--- config.mk ---
export PLATFORM = sky130hd
export DESIGN_NAME = tx_initiated_point_test_tx
export DESIGN_NICKNAME = d
export VERILOG_FILES = /design/src/rtl/tx_initiated_point_test_tx.sv
export SDC_FILE = /design/constraint.sdc
export NUM_CORES = 1
export LEC_CHECK = 0
export CORE_ASPECT_RATIO = 0.7
export CORE_MARGIN = 2
export CORE_UTILIZATION = 46
export CTS_CLUSTER_DIAMETER = 200
export CTS_CLUSTER_SIZE = 8
export DETAILED_ROUTE_END_ITERATION = 6
export PLACE_DENSITY = 0.85
export RECOVER_POWER = 50
export SLEW_MARGIN = 30
export SYNTH_ARGS = -nofsm -noshare
export SYNTH_HDL_FRONTEND = slang
export SYNTH_SLANG_ARGS = --single-unit
--- constraint.sdc ---
create_clock -name clk -period 2.8 [get_ports clk]
set_clock_uncertainty 0.15 [all_clocks]
set_input_delay 0.56 -clock clk [delete_from_list [all_inputs] [get_ports clk]]
set_output_delay 0.56 -clock clk [all_outputs]
set_load 0.02 [all_outputs]
--- src/rtl/tx_initiated_point_test_tx.sv ---
// ----------------------------------------------------------------------------
// tx_initiated_point_test_tx
//
// Transmitter-side sequencer for a TX-initiated point test. It walks the
// partner through a four-message sideband exchange (test request, LFSR clear,
// result request, end request). Between the clear and result exchanges it runs
// the local pattern generator or the valid-train pattern. The captured partner
// result is then presented.
//
// Optional feature: define TX_PT_TIMEOUT_EN to bound every WAIT_* state to
// TIMEOUT_CYCLES clock cycles. When this macro is undefined, WAIT states wait
// indefinitely and o_timeout is tied low.
//
// Ports
//   clk, rst                     clock, asynchronous active-high reset
//   i_en                         test enable; low returns to IDLE and clears all
//   i_mainband_or_valtrain_test  0 = mainband, 1 = valtrain
//   i_lfsr_or_perlane            0 = LFSR, 1 = per-lane ID pattern
//   i_sideband_message[3:0]      received partner message code
//   i_sideband_message_valid     received message strobe
//   i_sideband_data[15:0]        received message payload (partner results)
//   i_msg_info                   result-valid flag carried by the message
//   i_valid_rx                   partner FSM currently owns the sideband
//   i_busy_negedge_detected      our sideband send has completed
//   i_pattern_done               pattern generator finished
//   o_sideband_message[3:0]      outgoing request code (valid in SEND_* states)
//   o_valid_tx                   request to send o_sideband_message
//   o_pattern_gen_cw[1:0]        00 off, 01 clear, 10 LFSR, 11 per-lane
//   o_valtrain_en                valid-train pattern enable
//   o_results[15:0]              partner results
//   o_result_valid               partner result-valid flag
//   o_timeout                    a WAIT state timed out
//   o_test_ack_tx                test finished, held until i_en drops
// ----------------------------------------------------------------------------
module tx_initiated_point_test_tx #(
    parameter logic [15:0] TIMEOUT_CYCLES = 16'd8000
) (
    input  logic        clk,
    input  logic        rst,
    input  logic        i_en,
    input  logic        i_mainband_or_valtrain_test,
    input  logic        i_lfsr_or_perlane,
    input  logic [3:0]  i_sideband_message,
    input  logic        i_sideband_message_valid,
    input  logic [15:0] i_sideband_data,
    input  logic        i_msg_info,
    input  logic        i_valid_rx,
    input  logic        i_busy_negedge_detected,
    input  logic        i_pattern_done,
    output logic [3:0]  o_sideband_message,
    output logic        o_valid_tx,
    output logic [1:0]  o_pattern_gen_cw,
    output logic        o_valtrain_en,
    output logic [15:0] o_results,
    output logic        o_result_valid,
    output logic        o_timeout,
    output logic        o_test_ack_tx
);

    localparam logic [3:0] IDLE             = 4'd0;
    localparam logic [3:0] SEND_TEST_REQ    = 4'd1;
    localparam logic [3:0] WAIT_TEST_RESP   = 4'd2;
    localparam logic [3:0] SEND_CLR_REQ     = 4'd3;
    localparam logic [3:0] WAIT_CLR_RESP    = 4'd4;
    localparam logic [3:0] PATTERN          = 4'd5;
    localparam logic [3:0] SEND_RESULT_REQ  = 4'd6;
    localparam logic [3:0] WAIT_RESULT_RESP = 4'd7;
    localparam logic [3:0] SEND_END_REQ     = 4'd8;
    localparam logic [3:0] WAIT_END_RESP    = 4'd9;
    localparam logic [3:0] TEST_FINISH      = 4'd10;

    localparam logic [3:0] MSG_TEST_REQ    = 4'b0001;
    localparam logic [3:0] MSG_TEST_RESP   = 4'b0010;
    localparam logic [3:0] MSG_CLR_REQ     = 4'b0011;
    localparam logic [3:0] MSG_CLR_RESP    = 4'b0100;
    localparam logic [3:0] MSG_RESULT_REQ  = 4'b0101;
    localparam logic [3:0] MSG_RESULT_RESP = 4'b0110;
    localparam logic [3:0] MSG_END_REQ     = 4'b0111;
    localparam logic [3:0] MSG_END_RESP    = 4'b1000;

    logic [3:0]  state_reg;
    logic        valid_tx_reg;
    logic        send_pending_reg;   // request queued, waiting for a free sideband
    logic        pattern_first_reg;  // first PATTERN cycle (generator clear)
    logic [1:0]  cw_reg;
    logic        valtrain_en_reg;
    logic [15:0] results_reg;
    logic        result_valid_reg;
    logic        timeout_reg;
    logic        ack_reg;

    // Per-state decode: outgoing code and the WAIT state it leads to for
    // SEND states, and the only response code accepted for WAIT states.
    logic [3:0]  req_msg;
    logic [3:0]  resp_msg;
    logic [3:0]  wait_next;
    logic        is_send;
    logic        is_wait;
    logic        resp_hit;

    always_comb begin
        req_msg   = 4'b0000;
        resp_msg  = 4'b0000;
        wait_next = IDLE;
        is_send   = 1'b0;
        is_wait   = 1'b0;
        case (state_reg)
            SEND_TEST_REQ:    begin req_msg = MSG_TEST_REQ;   wait_next = WAIT_TEST_RESP;   is_send = 1'b1; end
            SEND_CLR_REQ:     begin req_msg = MSG_CLR_REQ;    wait_next = WAIT_CLR_RESP;    is_send = 1'b1; end
            SEND_RESULT_REQ:  begin req_msg = MSG_RESULT_REQ; wait_next = WAIT_RESULT_RESP; is_send = 1'b1; end
            SEND_END_REQ:     begin req_msg = MSG_END_REQ;    wait_next = WAIT_END_RESP;    is_send = 1'b1; end
            WAIT_TEST_RESP:   begin resp_msg = MSG_TEST_RESP;   is_wait = 1'b1; end
            WAIT_CLR_RESP:    begin resp_msg = MSG_CLR_RESP;    is_wait = 1'b1; end
            WAIT_RESULT_RESP: begin resp_msg = MSG_RESULT_RESP; is_wait = 1'b1; end
            WAIT_END_RESP:    begin resp_msg = MSG_END_RESP;    is_wait = 1'b1; end
            default:          ;
        endcase
    end

    assign resp_hit = is_wait && i_sideband_message_valid && (i_sideband_message == resp_msg);

`ifdef TX_PT_TIMEOUT_EN
    logic [15:0] wait_cnt_reg;
`else
    logic unused_timeout_param;
    assign unused_timeout_param = ^TIMEOUT_CYCLES;
`endif

    always_ff @(posedge clk or posedge rst) begin
        if (rst) begin
            state_reg         <= IDLE;
            valid_tx_reg      <= 1'b0;
            send_pending_reg  <= 1'b0;
            pattern_first_reg <= 1'b0;
            cw_reg            <= 2'b00;
            valtrain_en_reg   <= 1'b0;
            results_reg       <= 16'h0000;
            result_valid_reg  <= 1'b0;
            timeout_reg       <= 1'b0;
            ack_reg           <= 1'b0;
`ifdef TX_PT_TIMEOUT_EN
            wait_cnt_reg      <= 16'd0;
`endif
        end else if (!i_en) begin
            state_reg         <= IDLE;
            valid_tx_reg      <= 1'b0;
            send_pending_reg  <= 1'b0;
            pattern_first_reg <= 1'b0;
            cw_reg            <= 2'b00;
            valtrain_en_reg   <= 1'b0;
            results_reg       <= 16'h0000;
            result_valid_reg  <= 1'b0;
            timeout_reg       <= 1'b0;
            ack_reg           <= 1'b0;
`ifdef TX_PT_TIMEOUT_EN
            wait_cnt_reg      <= 16'd0;
`endif
        end else begin
            // Send handshake shared by every SEND_* state. A send-complete
            // pulse wins over a new assertion in the same cycle; the falling
            // edge of o_valid_tx is what moves us on to the WAIT state.
            if (is_send) begin
                if (i_busy_negedge_detected) begin
                    valid_tx_reg <= 1'b0;
                    if (valid_tx_reg) begin
                        state_reg <= wait_next;
                    end
                end else if (send_pending_reg && !i_valid_rx) begin
                    valid_tx_reg     <= 1'b1;
                    send_pending_reg <= 1'b0;
                end
            end

            case (state_reg)
                IDLE: begin
                    state_reg        <= SEND_TEST_REQ;
                    send_pending_reg <= 1'b1;
                end
                WAIT_TEST_RESP: if (resp_hit) begin
                    state_reg        <= SEND_CLR_REQ;
                    send_pending_reg <= 1'b1;
                end
                WAIT_CLR_RESP: if (resp_hit) begin
                    state_reg         <= PATTERN;
                    cw_reg            <= 2'b01;
                    pattern_first_reg <= 1'b1;
                end
                PATTERN: begin
                    if (pattern_first_reg) begin
                        // Clear cycle: i_pattern_done is ignored here.
                        pattern_first_reg <= 1'b0;
                        if (i_mainband_or_valtrain_test) begin
                            cw_reg          <= 2'b00;
                            valtrain_en_reg <= 1'b1;
                        end else begin
                            cw_reg <= {1'b1, i_lfsr_or_perlane};
                        end
                    end else if (i_pattern_done) begin
                        state_reg        <= SEND_RESULT_REQ;
                        send_pending_reg <= 1'b1;
                        cw_reg           <= 2'b00;
                        valtrain_en_reg  <= 1'b0;
                    end
                end
                WAIT_RESULT_RESP: if (resp_hit) begin
                    state_reg        <= SEND_END_REQ;
                    send_pending_reg <= 1'b1;
                    results_reg      <= i_sideband_data;
                    result_valid_reg <= i_msg_info;
                end
                WAIT_END_RESP: if (resp_hit) begin
                    state_reg <= TEST_FINISH;
                    ack_reg   <= 1'b1;
                end
                SEND_TEST_REQ, SEND_CLR_REQ, SEND_RESULT_REQ, SEND_END_REQ, TEST_FINISH: ;
                default: state_reg <= IDLE;
            endcase

`ifdef TX_PT_TIMEOUT_EN
            // Counter restarts on every WAIT entry because it is held at zero
            // outside WAIT states and on the cycle a WAIT state is left.
            if (is_wait && !resp_hit) begin
                if (wait_cnt_reg == TIMEOUT_CYCLES - 16'd1) begin
                    state_reg    <= TEST_FINISH;
                    timeout_reg  <= 1'b1;
                    ack_reg      <= 1'b1;
                    wait_cnt_reg <= 16'd0;
                end else begin
                    wait_cnt_reg <= wait_cnt_reg + 16'd1;
                end
            end else begin
                wait_cnt_reg <= 16'd0;
            end
`endif
        end
    end

    assign o_sideband_message = req_msg;
    assign o_valid_tx         = valid_tx_reg;
    assign o_pattern_gen_cw   = cw_reg;
    assign o_valtrain_en      = valtrain_en_reg;
    assign o_results          = results_reg;
    assign o_result_valid     = result_valid_reg;
    assign o_timeout          = timeout_reg;
    assign o_test_ack_tx      = ack_reg;

endmodule
==> run metrics <==
status=finished, violations left; violated checks=max-capacitance violations; distinct cell type count after synthesis=45; CTS Buffer Depth=2; cell with the most instances after synthesis=a21oi_1; Die Y=55.0 um; Largest register FFs=16; Sinks on Clock Net=28; Mapped Cells=212; Yosys top cell area share=41.1%; share of cells above drive strength 1=7.84%; ANT nets after route=0; number of global-route vias before repair=1521; synthesis-to-layout area growth=41.0%; H-tree depth=1; clk_lat worst skew=0.27 ns; Pwr Density=375 mW/mm2; fin crit period=2.70 ns; GRT Residual Overflow=0; total number of vias=1785; gpl congestion=0.873; Antenna diodes=0; largest net degree at the start of global routing=29; CP arrival=1.99 ns; Max stage delay on crit path=0.63 ns; Core Rows=18; Detailed Route WL=4740 um; DIE WIDTH=76.8 um; Core Util, Final=68.0%; Worst Setup Start Kind=flip-flop; DPL Wire Length=3390 um; Slew HR=0.309%; Syn Area/Cell=8.05 um2; Starting Density=48.3%; initial antenna violation count=0; Hold Vio Cnt, Final=0; total global-route track usage=22.9%; CTS tree=yes; largest area contributor in the netlist=dfrtp_1; FF+latch count, synth=28; Async S/R FF share, synth=100%; DR pass1 iterations=4; setup TNS=0 ns; Post-Syn Area=0.00171 mm2; # setup viols final=0; vias per cell=5.61; period utilisation layout=96.4%; Switch Pwr=0.223 mW; Sw Share=24.7%; HP Class=flip-flop to flip-flop; Most used DFF post-synth=dfrtp_1; sequential power share=47.3%; number of synthesized flops with an enable pin=0; f_max=370 MHz; CP Capture Type=output port; I/O pins=57; slew at the pin closest to its max-slew limit=1.50 ns; cell-by-cell trace of the critical path=or3b_2 -> a21oi_1 -> clkdlybuf4s50_1; sequential area share after synthesis=41.1%; setup repair after global routing missed its margin=no; Setup Buffers After CTS=0; maximum capacitance violations=1; WP data required=2.09 ns; slowest CP cell=clkdlybuf4s50_1; total number of yosys warnings=0; crit path max fanout=3; top cells by count, synth=33 x a21oi_1, 28 x dfrtp_1, 23 x o21ai_0; Setup Crit Path Kind=flip-flop to output port; Clk pwr share=34.9%; cell internal pwr=0.679 mW; Pins Over Slew Limit=0; VDD IR-drop max=0.297 mV; top post-synthesis cells by area=dfrtp_1 41%, a21oi_1 9.7%, o21ai_0 6.7%, nand3_1 5.3%, nor2_1 4.8%; Post-route DRC=0; Leak Pwr=0.972 nW; CTS root buf=clkbuf_8; die area=0.00422 mm2; cts bufs inserted=3; global-route wire length before repair=7430 um; Core Area=0.00354 mm2; DR iter-0 viols=148; Reg clk slew, reported paths=0.09 ns; Avg WL per Cell=14.9 um; Design Power=0.903 mW; number of port buffers=54; Final nets=299; combinational share of power=17.8%
[worst max-delay path, delay by kind of cell, from the launching register on]
family | cells | cell delay, ns
simple gates | 1 | 0.51
flops | 1 | 0.39
buf+inv | 1 | 0.63
compound gates | 1 | 0.19
[path summary, 6_finish.rpt]
path                                           start                               to  slack (ns)  depth (start not counted)
min in group asynchronous                        rst        o_results[15]$_DFFE_PP0P_        1.08                          3
hold / removal             o_test_ack_tx$_DFFE_PP0P_        o_test_ack_tx$_DFFE_PP0P_        0.37                          2
setup reg to reg              state_reg[0]$_DFF_PP0_           state_reg[1]$_DFF_PP0_        0.32                          6
hold reg to reg            o_test_ack_tx$_DFFE_PP0P_        o_test_ack_tx$_DFFE_PP0P_        0.37                          2
max in group asynchronous                        rst  o_pattern_gen_cw[0]$_DFFE_PP0P_        0.56                          3
setup / recovery              state_reg[1]$_DFF_PP0_            o_sideband_message[2]        0.10                          3
[cell families (layout without fill, tap and decap cells)]
kind of cell | Yosys count | count (layout) | synth area share, %
buffers and inverters | 25 | 80 | 6.60
adders and majority gates | 1 | 1 | 0.587
xor gates and xnor gates | 3 | 3 | 1.54
AOI/OAI and AO/OA | 80 | 80 | 27.6
DFF | 28 | 28 | 41.1
and+or+nand+nor | 74 | 74 | 22.4
other | 1 | 2 | 0.220
[power by group through the flow]
stage	clock network (mW)	logic [mW]	registers (mW)
finish	0.315	0.160	0.427
global placement	0	0.160	0.434
global route	0.336	0.176	0.429
detailed placement	0	0.162	0.435
CTS	0.321	0.161	0.427
floorplan	0	0.0878	0.426
[layout by cell type (no fill, tap or decap), types with 2 or more instances in the layout]
cell             count
a31oi_1              4
a211o_1              2
conb_1               2
nor3_1               4
nor3b_1              5
o211ai_1             2
a21oi_1             33
nand3_1             18
nand2b_1             3
clkdlybuf4s50_1     41
a22oi_1              2
o221ai_1             2
xnor2_1              2
nand4b_1             2
nand2_1              8
a211oi_1             2
buf_4               14
or3_1                2
dlygate4sd3_1       12
nor2_1              22
o21ai_0             23
or4b_1               2
clkbuf_8             3
inv_1                7
dfrtp_1             28
[layout make-up]
cell class / instances / area, um2
multi-input cells: 160 / 897
fillers: 316 / 1130
clock buffers: 3 / 41.3
repair buffers: 69 / 648
inverters: 7 / 26.3
clock inverters: 1 / 30.0
well taps: 50 / 62.6
flip-flops and latches: 28 / 701
[through the flow]
step	cells	cell area [um2]	hold slack, ns	worst slack (ns)
after global placement	314	2340	0.353	0.0588
after CTS	318	2410	0.373	0.0885
after floorplan	213	1710	0.383	0.272
after detailed placement	314	2340	0.355	0.0159
after global routing	318	2410	0.393	0.0137
final	318	2410	0.369	0.100
[layer usage]
| metal | up-vias | GRT usage [%] | wire length, um |
|---|---|---|---|
| met4 | 0 | 3.94 | 18 |
| met1 | 834 | 33.5 | 2190 |
| met2 | 69 | 35.8 | 2150 |
| li1 | 879 | - | - |
| met3 | 3 | 4.71 | 368 |
| met5 | - | 0 | 0 |
[timing repair]
| action | in CTS | in global routing |
|---|---|---|
| hold buffers | 0 | 0 |
| resized for setup | 1 | 0 |
| endpoints found under the setup margin | 1 | 0 |
(Power assumes the default switching activity.)
